File: src/rtl/fp_mac_param.sv
// Parametrised floating-point multiply-accumulate: acc <= acc + a*b (or a*b on op_clear).
// Five-state pipeline-in-time FSM, round toward zero, saturating, denormals flushed.
//
//   state   | meaning
//   --------+------------------------------------------------------------
//   S_IDLE  | in_ready high; operands and op_clear captured on accept
//   S_MUL   | sign/exponent/significand product of captured operands
//   S_ALIGN | product and accumulator brought to a common exponent
//   S_ADD   | signed-magnitude add/subtract of aligned significands
//   S_NORM  | normalise, saturate/flush, write acc_out, pulse out_valid
module fp_mac_param #(
   parameter int EXP_W = 4,
   parameter int MAN_W = 3,
   parameter int GRD_W = 3
) (
   input  logic                   clk,
   input  logic                   rst,
   input  logic                   in_valid,
   output logic                   in_ready,
   input  logic [EXP_W+MAN_W:0]   a_in,
   input  logic [EXP_W+MAN_W:0]   b_in,
   input  logic                   op_clear,
   output logic                   out_valid,
   output logic [EXP_W+MAN_W:0]   acc_out,
   output logic                   ovf,
   output logic                   unf
);

   localparam int W     = 1 + EXP_W + MAN_W;
   localparam int SIG_W = MAN_W + 1 + GRD_W;
   localparam int PW    = 2 * (MAN_W + 1);
   localparam int XW    = PW + GRD_W;
   localparam int EPW   = EXP_W + 2;
   localparam int EW    = EXP_W + 3;
   localparam int BIAS  = 2 ** (EXP_W - 1) - 1;
   localparam int EMAX  = 2 ** EXP_W - 1;

   localparam logic signed [EW-1:0] EMAX_S = EW'(EMAX);
   localparam logic signed [EW-1:0] E_ONE  = EW'(1);
   localparam logic        [EW-1:0] SH_MAX = EW'(SIG_W);

   typedef enum logic [2:0] {S_IDLE, S_MUL, S_ALIGN, S_ADD, S_NORM} state_t;

   state_t                  state_q, state_d;
   logic [W-1:0]            a_q, a_d, b_q, b_d;
   logic                    clr_q, clr_d;
   logic                    p_zero_q, p_zero_d, p_sign_q, p_sign_d;
   logic signed [EPW-1:0]   p_exp_q, p_exp_d;
   logic [SIG_W-1:0]        p_sig_q, p_sig_d;
   logic [SIG_W-1:0]        x_mag_q, x_mag_d, y_mag_q, y_mag_d;
   logic                    x_sign_q, x_sign_d, y_sign_q, y_sign_d;
   logic signed [EW-1:0]    al_exp_q, al_exp_d;
   logic                    r_sign_q, r_sign_d;
   logic [SIG_W:0]          r_mag_q, r_mag_d;
   logic signed [EW-1:0]    r_exp_q, r_exp_d;
   logic [W-1:0]            acc_q, acc_d;
   logic                    ovf_q, ovf_d, unf_q, unf_d;
   logic                    out_valid_q, out_valid_d;

   // MUL datapath
   logic [PW-1:0]           mul_prod;
   logic [PW-2:0]           mul_norm;
   logic signed [EPW-1:0]   mul_exp;
   logic [SIG_W-1:0]        mul_sig;
   logic                    mul_zero;

   always_comb begin
      mul_prod = PW'({1'b1, a_q[MAN_W-1:0]}) * PW'({1'b1, b_q[MAN_W-1:0]});
      mul_exp  = EPW'(a_q[W-2:MAN_W]) + EPW'(b_q[W-2:MAN_W]) - EPW'(BIAS);
      if (mul_prod[PW-1]) begin
         mul_norm = mul_prod[PW-1:1];
         mul_exp  = mul_exp + EPW'(1);
      end else begin
         mul_norm = mul_prod[PW-2:0];
      end
      // Keep MAN_W+GRD_W fraction bits of the 2*MAN_W-fraction product.
      mul_sig  = SIG_W'(XW'(mul_norm) << GRD_W >> MAN_W);
      mul_zero = (a_q[W-2:MAN_W] == '0) || (b_q[W-2:MAN_W] == '0);
   end

   // ALIGN datapath: x is the product side, y the accumulator side
   logic                    acc_zero;
   logic [SIG_W-1:0]        acc_sig, al_x, al_y;
   logic signed [EW-1:0]    pe, ae, diff, al_e;
   logic [EW-1:0]           sh;

   always_comb begin
      acc_zero = clr_q || (acc_q[W-2:MAN_W] == '0);
      acc_sig  = {1'b1, acc_q[MAN_W-1:0], {GRD_W{1'b0}}};
      pe       = {p_exp_q[EPW-1], p_exp_q};
      ae       = EW'(acc_q[W-2:MAN_W]);
      diff     = pe - ae;
      sh       = diff[EW-1] ? -diff : diff;
      al_x     = p_sig_q;
      al_y     = acc_sig;
      al_e     = pe;
      if (p_zero_q && acc_zero) begin
         al_x = '0;
         al_y = '0;
         al_e = '0;
      end else if (p_zero_q) begin
         al_x = '0;
         al_e = ae;
      end else if (acc_zero) begin
         al_y = '0;
      end else if (!diff[EW-1]) begin
         al_y = (sh > SH_MAX) ? '0 : (acc_sig >> sh);
      end else begin
         al_x = (sh > SH_MAX) ? '0 : (p_sig_q >> sh);
         al_e = ae;
      end
   end

   // ADD datapath
   logic                    add_sign;
   logic [SIG_W:0]          add_mag;

   always_comb begin
      add_sign = x_sign_q;
      add_mag  = {1'b0, x_mag_q} + {1'b0, y_mag_q};
      if (x_sign_q != y_sign_q) begin
         if (x_mag_q >= y_mag_q) begin
            add_mag = {1'b0, x_mag_q} - {1'b0, y_mag_q};
         end else begin
            add_mag  = {1'b0, y_mag_q} - {1'b0, x_mag_q};
            add_sign = y_sign_q;
         end
      end
      if (add_mag == '0) add_sign = 1'b0;
   end

   // NORM datapath
   logic [EW-1:0]           lz;
   logic                    found;
   logic [SIG_W:0]          nrm_m;
   logic signed [EW-1:0]    nrm_e;
   logic [W-1:0]            nrm_res;
   logic                    nrm_ovf, nrm_unf;

   always_comb begin
      lz      = '0;
      found   = 1'b0;
      nrm_res = '0;
      nrm_ovf = 1'b0;
      nrm_unf = 1'b0;
      for (int i = SIG_W - 1; i >= 0; i--) begin
         if (!found) begin
            if (r_mag_q[i]) found = 1'b1;
            else            lz    = lz + EW'(1);
         end
      end
      if (r_mag_q[SIG_W]) begin
         nrm_m = r_mag_q >> 1;
         nrm_e = r_exp_q + E_ONE;
      end else begin
         nrm_m = r_mag_q << lz;
         nrm_e = r_exp_q - $signed(lz);
      end
      if (r_mag_q != '0) begin
         if (nrm_e > EMAX_S) begin
            nrm_res = {r_sign_q, {(W-1){1'b1}}};
            nrm_ovf = 1'b1;
         end else if (nrm_e < E_ONE) begin
            nrm_unf = 1'b1;
         end else begin
            nrm_res = {r_sign_q, EXP_W'(nrm_e), MAN_W'(nrm_m >> GRD_W)};
         end
      end
   end

   always_comb begin
      state_d     = state_q;
      a_d         = a_q;
      b_d         = b_q;
      clr_d       = clr_q;
      p_zero_d    = p_zero_q;
      p_sign_d    = p_sign_q;
      p_exp_d     = p_exp_q;
      p_sig_d     = p_sig_q;
      x_mag_d     = x_mag_q;
      y_mag_d     = y_mag_q;
      x_sign_d    = x_sign_q;
      y_sign_d    = y_sign_q;
      al_exp_d    = al_exp_q;
      r_sign_d    = r_sign_q;
      r_mag_d     = r_mag_q;
      r_exp_d     = r_exp_q;
      acc_d       = acc_q;
      ovf_d       = ovf_q;
      unf_d       = unf_q;
      out_valid_d = 1'b0;
      case (state_q)
         S_IDLE: begin
            if (in_valid) begin
               a_d     = a_in;
               b_d     = b_in;
               clr_d   = op_clear;
               state_d = S_MUL;
               if (op_clear) begin
                  ovf_d = 1'b0;
                  unf_d = 1'b0;
               end
            end
         end
         S_MUL: begin
            p_zero_d = mul_zero;
            p_sign_d = a_q[W-1] ^ b_q[W-1];
            p_exp_d  = mul_exp;
            p_sig_d  = mul_sig;
            state_d  = S_ALIGN;
         end
         S_ALIGN: begin
            x_mag_d  = al_x;
            y_mag_d  = al_y;
            x_sign_d = p_sign_q;
            y_sign_d = acc_q[W-1];
            al_exp_d = al_e;
            state_d  = S_ADD;
         end
         S_ADD: begin
            r_sign_d = add_sign;
            r_mag_d  = add_mag;
            r_exp_d  = al_exp_q;
            state_d  = S_NORM;
         end
         S_NORM: begin
            acc_d       = nrm_res;
            ovf_d       = ovf_q | nrm_ovf;
            unf_d       = unf_q | nrm_unf;
            out_valid_d = 1'b1;
            state_d     = S_IDLE;
         end
         default: state_d = S_IDLE;
      endcase
   end

   always_ff @(posedge clk or posedge rst) begin
      if (rst) begin
         state_q     <= S_IDLE;
         a_q         <= '0;
         b_q         <= '0;
         clr_q       <= 1'b0;
         p_zero_q    <= 1'b0;
         p_sign_q    <= 1'b0;
         p_exp_q     <= '0;
         p_sig_q     <= '0;
         x_mag_q     <= '0;
         y_mag_q     <= '0;
         x_sign_q    <= 1'b0;
         y_sign_q    <= 1'b0;
         al_exp_q    <= '0;
         r_sign_q    <= 1'b0;
         r_mag_q     <= '0;
         r_exp_q     <= '0;
         acc_q       <= '0;
         ovf_q       <= 1'b0;
         unf_q       <= 1'b0;
         out_valid_q <= 1'b0;
      end else begin
         state_q     <= state_d;
         a_q         <= a_d;
         b_q         <= b_d;
         clr_q       <= clr_d;
         p_zero_q    <= p_zero_d;
         p_sign_q    <= p_sign_d;
         p_exp_q     <= p_exp_d;
         p_sig_q     <= p_sig_d;
         x_mag_q     <= x_mag_d;
         y_mag_q     <= y_mag_d;
         x_sign_q    <= x_sign_d;
         y_sign_q    <= y_sign_d;
         al_exp_q    <= al_exp_d;
         r_sign_q    <= r_sign_d;
         r_mag_q     <= r_mag_d;
         r_exp_q     <= r_exp_d;
         acc_q       <= acc_d;
         ovf_q       <= ovf_d;
         unf_q       <= unf_d;
         out_valid_q <= out_valid_d;
      end
   end

   assign in_ready  = (state_q == S_IDLE);
   assign out_valid = out_valid_q;
   assign acc_out   = acc_q;
   assign ovf       = ovf_q;
   assign unf       = unf_q;

endmodule

File: config.mk
export PLATFORM = sky130hd
export DESIGN_NAME = fp_mac_param
export DESIGN_NICKNAME = d
export VERILOG_FILES = /design/src/rtl/fp_mac_param.sv
export SDC_FILE = /design/constraint.sdc
export NUM_CORES = 1
export LEC_CHECK = 0
export CAP_MARGIN = 5
export CORE_MARGIN = 2
export CORE_UTILIZATION = 45
export DETAILED_ROUTE_END_ITERATION = 12
export GPL_TIMING_DRIVEN = 0
export PLACE_DENSITY = 0.71
export REMOVE_ABC_BUFFERS = 1
export SYNTH_ARGS = -nofsm -noshare
export SYNTH_HDL_FRONTEND = slang
export SYNTH_SLANG_ARGS = --single-unit
File: constraint.sdc
create_clock -name clk -period 8.5 [get_ports clk]
set_input_delay 2.125 -clock clk [delete_from_list [all_inputs] [get_ports clk]]
set_output_delay 2.125 -clock clk [all_outputs]
set_load 0.05 [all_outputs]
Word level (Yosys, flattened, before mapping)
Cells that the tools add are included.

cells by class
  add/sub/neg operators = 16
  $mul = 1
  $lt $le $gt $ge = 4
  equal/unequal tests = 7
  shifts and indexed selects = 3
  muxes and demuxes = 63
  bitwise operators = 3
  reductions and logical operators = 12

operator list
  cell                                                                          number
  7-bit two-way mux                                                             29
  7-bit by 1-bit adder with 7-bit output, second input constant                 6
  8-bit two-way mux                                                             5
  1-bit two-way mux                                                             23
  7-bit by 7-bit subtractor with 8-bit output                                   2
  7-bit by 7-bit right shift with 7-bit output                                  2
  4-bit logical NOT                                                             3
  6-bit two-way mux                                                             2
  3-bit case mux with 4 select lines                                            1
  7-bit by 7-bit adder with 8-bit output                                        1
  8-bit logical NOT                                                             1
  4-bit by 4-bit multiplier with 8-bit output                                   1
  8-bit nonzero test                                                            1
  8-bit by 7-bit left shift with 6-bit output                                   1
  7-bit by 2-bit adder with 7-bit output, second input constant                 1
  7-bit greater-or-equal comparator                                             1
  7-bit by 3-bit > comparator with 1-bit output, second input constant          1
  7-bit by 5-bit > comparator with 1-bit output, second input constant          1
  7-bit by 2-bit less-than comparator with 1-bit output, second input constant  1
  7-bit negation                                                                1
  6-bit by 5-bit subtractor with 7-bit output                                   1
  7-bit subtractor                                                              1
  6-bit by 2-bit adder with 6-bit output, second input constant                 1
  3-bit by 2-bit == test with 1-bit output, second input constant               2
  17 further kinds                                                              20

word-level totals
  flip-flop bits (word level) = 85
  input port bits = 20
  output and inout bits = 12
  logic and storage cells = 129

Depth between registers and ports, before layout
Gate-level depths: netlist of the first run.

  depth after elaboration = 27
  depth in mapped cells = 27
  depth with buffers taken out = 26

Worst setup path after synthesis of the first run
No wires, ideal clock.

  kind = reg-to-reg
  start = register r_mag_q[6]
  end = register acc_q[4], in the netlist acc_out[4]
  setup time = 0.083 ns
  arrival time = 6.117 ns
  required time = 8.417 ns
  path slack = 2.300 ns
  stages on the path, launching flop included = 26
  buffers on the path = 1
  clock period less this slack = 6.200 ns
  cell sequence = dfrtp_1 > clkbuf_1 > inv_1 > o21a_1 > ha_1 > o31a_1 > ha_1 > mux2_1 > o31a_1 > ha_1 > a21oi_1 > inv_1 > ha_1 > mux2_2 > a21oi_4 > ha_1 > nor2b_1 > fa_1 > a21o_1 > a21o_1 > a2111oi_0 > nor3b_1 > xor2_2 > a2111oi_2 > o21ai_0 > o21ai_0

on the way
  longest elaborated chain between the ends = 25
  elaborated cells between the ends (all ways) = 33
  classes of those cells = 7 x add/sub; 2 x order compare; 23 x mux; 1 x reduce/logical

ends and longest elaborated chain
  element                                                line  RTL
  start: declaration                                     54    logic [SIG_W:0] r_mag_q, r_mag_d;
  start signal: assignment                               274   r_mag_q <= r_mag_d;
  1-bit two-way mux                                      148   if (r_mag_q[i]) found = 1'b1;
  7-bit by 1-bit adder with 7-bit output                 149   else lz = lz + EW'(1);
  7-bit two-way mux                                      148
  7-bit two-way mux                                      147   if (!found) begin
  7-bit by 1-bit adder with 7-bit output                 149
  7-bit two-way mux                                      148
  7-bit two-way mux                                      147
  7-bit by 1-bit adder with 7-bit output                 149
  (+9 left out)                                          -
  7-bit two-way mux                                      148
  7-bit two-way mux                                      147
  7-bit subtractor                                       157   nrm_e = r_exp_q - $signed(lz);
  7-bit two-way mux                                      152   if (r_mag_q[SIG_W]) begin
  7-bit by 2-bit less-than comparator with 1-bit output  163   end else if (nrm_e < E_ONE) begin
  8-bit two-way mux                                      163
  8-bit two-way mux                                      160   if (nrm_e > EMAX_S) begin
  8-bit two-way mux *                                    159   if (r_mag_q != '0) begin
  end signal: assignment                                 255   acc_q <= '0;
  end signal: assignment                                 276   acc_q <= acc_d;
  end: declaration                                       56    logic [W-1:0] acc_q, acc_d;

Mark *: on every way between the ends. The rest lies on a longest branch, timed or not.
A chain may end at the register's enable or synchronous reset.

Worst setup path after layout of the first run
  start = register r_mag_q[4]
  end = register acc_q[4], in the netlist acc_out[4]

on the way
  longest elaborated chain between the ends = 20
  elaborated cells between the ends (all ways) = 27
  classes of those cells = 5 x add/sub; 2 x order compare; 19 x mux; 1 x reduce/logical

ends and longest elaborated chain
  element                                                line
  7-bit two-way mux                                      148
  7-bit two-way mux                                      147
  7-bit by 1-bit adder with 7-bit output                 149
  7-bit two-way mux                                      148
  7-bit two-way mux                                      147
  7-bit by 1-bit adder with 7-bit output                 149
  7-bit two-way mux                                      148
  7-bit two-way mux                                      147
  (+4 left out)                                          -
  7-bit two-way mux                                      148
  7-bit two-way mux                                      147
  7-bit subtractor                                       157
  7-bit two-way mux                                      152
  7-bit by 2-bit less-than comparator with 1-bit output  163
  8-bit two-way mux                                      163
  8-bit two-way mux                                      160
  8-bit two-way mux *                                    159

Marks and branches as above.

==> impl_metrics.csv, run 1 <==
group,metric,value,unit
setup_path,cp_max_fo,9,
sta,hold_slack,0.467,ns
sta,timing.setup.tns,0,ns
cts,h-tree-depth,3,
logic_synthesis,synth_top_area_share,32.3,%
logic_synthesis,ys_seq_area_share,32.3,%
cells_and_area,areaGrowthSynthToFinish,12.0,%
setup_path,arrival,7.51,ns
logic_synthesis,ys_ff_latch,83,
logic_synthesis,avgSynthCellArea,8.80,um2
detailed_routing,vias_per_cell,5.82,
cts,root_buffer,"clkbuf_16",
logic_synthesis,async_flop_share,100,%
setup_path,critPathBufInv,2,
sta,setup_violations,0,
cells_and_area,drive_gt1_share,6.29,%
floorplan,dieHeight,123,um
sta,skew,0.00797,ns
floorplan,initial_core_util,46.1,%
floorplan,coreArea,13900,um2
floorplan,dieArea,15200,um2
cells_and_area,fin_area,7200,um2
logic_synthesis,ys.flop_type,"dfrtp_1",
grt,grtUsageTotal,20.7,%
setup_path,path_cells,"inv_1, o21a_1, ha_1, o31a_1, ha_1, mux2_1, o31a_1, ha_1, a21oi_1, inv_1, ha_1, mux2_2, a21oi_4, ha_1, nor2b_1, fa_1, a21o_1, a21o_1, a2111oi_0, nor3b_1, xor2_2, a2111oi_2, o21ai_0, o21ai_0",
cts,clockBufferDepth,2,
cts,cts.sinks,83,
sta,final-hold-violation-count,0,
detailed_routing,route.detailed.wl_per_inst,15.9,um
cts,cts_buffers,9,
logic_synthesis,synthTopCellsByArea,"dfrtp_1, ha_1, nand2_1",
cts,clock_latency,0.34,ns
detailed_routing,drc_errors,0,
job,maxCapViolCount,0,
floorplan,chipWidth,123,um
grt,grt_pass1_vias,5327,
cts,cts_tree,"yes",
logic_synthesis,ys_warn_count,0,
detailed_routing,ant_nets,0,
setup_path,slowest_delay,0.82,ns
setup_path,crit_path_end_kind,"flop",
placed_design,dpl-instance-area,6870,um2
logic_synthesis,synth_edf_count,0,
setup_path,crit_path_frequent_cell,"ha_1",
setup_path,critPathRequiredTime,8.76,ns
status,status,"completed",
detailed_routing,dr.pass1.iters,6,
detailed_routing,routed_wl,14800,um
logic_synthesis,syn-instance-count,730,
setup_path,critPathSlowestCell,"a2111oi_2",
grt,overflow,0,
logic_synthesis,yosysUniqueCellTypes,71,
setup_path,r2r_slack,1.25,ns
cts,cts_setup_buffers,0,
cts,hold_buffers,0,
placed_design,dp_hpwl,11400,um
placed_design,portBuffers,31,
setup_path,critPathLaunchType,"flop",
cells_and_area,nets,831,
grt,antenna_found_initial,0,
min_path,hold_class,"reg2reg",
detailed_routing,num_vias,5393,
sta,slew_viol_final,0,
cells_and_area,utilization,51.6,%
floorplan,ios,32,
logic_synthesis,ys_top_cells_by_count,"nand2_1, dfrtp_1, o21ai_0",
logic_synthesis,yosys.area.top_type,"dfrtp_1",
cts,cts.repair.resized,0,
floorplan,rows,43,
cells_and_area,diodes,0,
grt,grt_pass1_wl,25100,um
sta,min_period,7.25,ns
sta,fin_crit_sh,85.3,%
cts,path_clk_slew,0.06,ns
detailed_routing,initialDrtViolationCount,547,
logic_synthesis,yosysMostFrequentCell,"nand2_1",
setup_path,path_delay_family,"compound AO/OA/AOI/OAI gates",
setup_path,worst-setup-path-type,"reg2reg",
cells_and_area,fill_cells,1290,
placed_design,gp_congestion,0.879,
grt,grt_max_degree,47,
logic_synthesis,synthesis.area,6420,um2
sta,rsz0062_at_grt,"no",
sta,worst_slew_pin_slew,1.22,ns
sta,max_slew_margin,18.7,%
sta,fmax,0.138,GHz
worst paths after layout:
path                        startpoint    endpoint  cells after the start
max in group asynchronous          rst  acc_out[1]                      3
setup / recovery            r_mag_q[4]  acc_out[4]                     24
hold reg to reg            al_exp_q[2]  r_exp_q[2]                      2
hold / removal             al_exp_q[2]  r_exp_q[2]                      2
min in group asynchronous          rst      b_q[4]                      2
setup reg to reg            r_mag_q[4]  acc_out[4]                     24
state kept, by name, summed over array words and instances, names as in the netlist, 3 cells and up:
name,flops
p_exp_q,6
r_exp_q,6
al_exp_q,6
state_q,3
y_mag_q,7
acc_out,8
p_sig_q,7
x_mag_q,7
a_q,8
r_mag_q,8
b_q,8
layout make-up:
class	count	area (um2)	area share, %
inverters	60	228	3.16
flip-flops and latches	83	2080	28.9
multi-input cells	556	3990	55.5
well taps	180	225	3.13
clock inverters	4	73.8	1.03
repair buffers	33	345	4.80
clock buffers	11	253	3.51
metal layers:
layer  vias to the layer above  part of all wire (%)  global-route usage [%]
li1                       2618                     -                       -
met1                      2612                    45                    26.9
met2                       145                    49                    35.4
met3                        18                   5.3                    3.69
met4                         0                   1.4                    5.40
met5                         -                     0                       0
cells in the final DEF (no fill, tap or decap), types with 11 or more instances in the layout:
master,netlist,layout
inv_1,59,58
a21o_1,13,13
fa_1,11,11
nand3_1,12,12
mux2_2,15,15
o21ai_0,60,60
nor2_1,36,36
and2_1,12,12
xor2_1,18,18
xnor2_1,14,14
ha_1,57,57
clkdlybuf4s50_1,0,31
nand2_1,91,91
dfrtp_1,83,83
mux2i_1,20,20
a21oi_1,44,44
tightest hold or removal path, stage by stage (launching register included):
cell	delay, ns
dfrtp_1	0.34
nand2_1	0.05
nand2_1	0.05
per-stage QoR:
| step | setup slack [ns] | std cells |
|---|---|---|
| 6_report | 1.25 | 927 |
| 3_3_place_gp | 1.67 | 910 |
| 5_1_grt | 0.866 | 927 |
| 2_1_floorplan | 2.36 | 699 |
| 4_1_cts | 1.40 | 927 |
| 3_5_place_dp | 1.44 | 912 |
cells by family (layout without fill, tap and decap cells):
logic type,Yosys count,after routing,share of synthesized area (%)
simple gates,216,216,16.4
compound gates,202,202,20.3
buf+inv,91,108,5.47
flops,83,83,32.3
fa+ha+maj,68,68,14.5
mux,36,36,5.92
xor+xnor,34,34,4.97
Power of run 1 is not shown: default switching activity piles up to over one toggle a cycle in this logic, so the estimate is an artifact.
==> run 2, diff against run 1 <==
Settings changed: SKIP_CTS_REPAIR_TIMING set to 1.
==> results of run 2 <==
Final layout, timing and power as in run 1 (identical DEF).
Power of run 2 is left out for the same reason.
==> run 3, diff against run 2 <==
Settings changed: ABC_CLOCK_PERIOD_IN_PS set to 8500.
==> results of run 3 <==
Final layout, timing and power as in run 1 (identical DEF).
Power of run 3 is left out for the same reason.
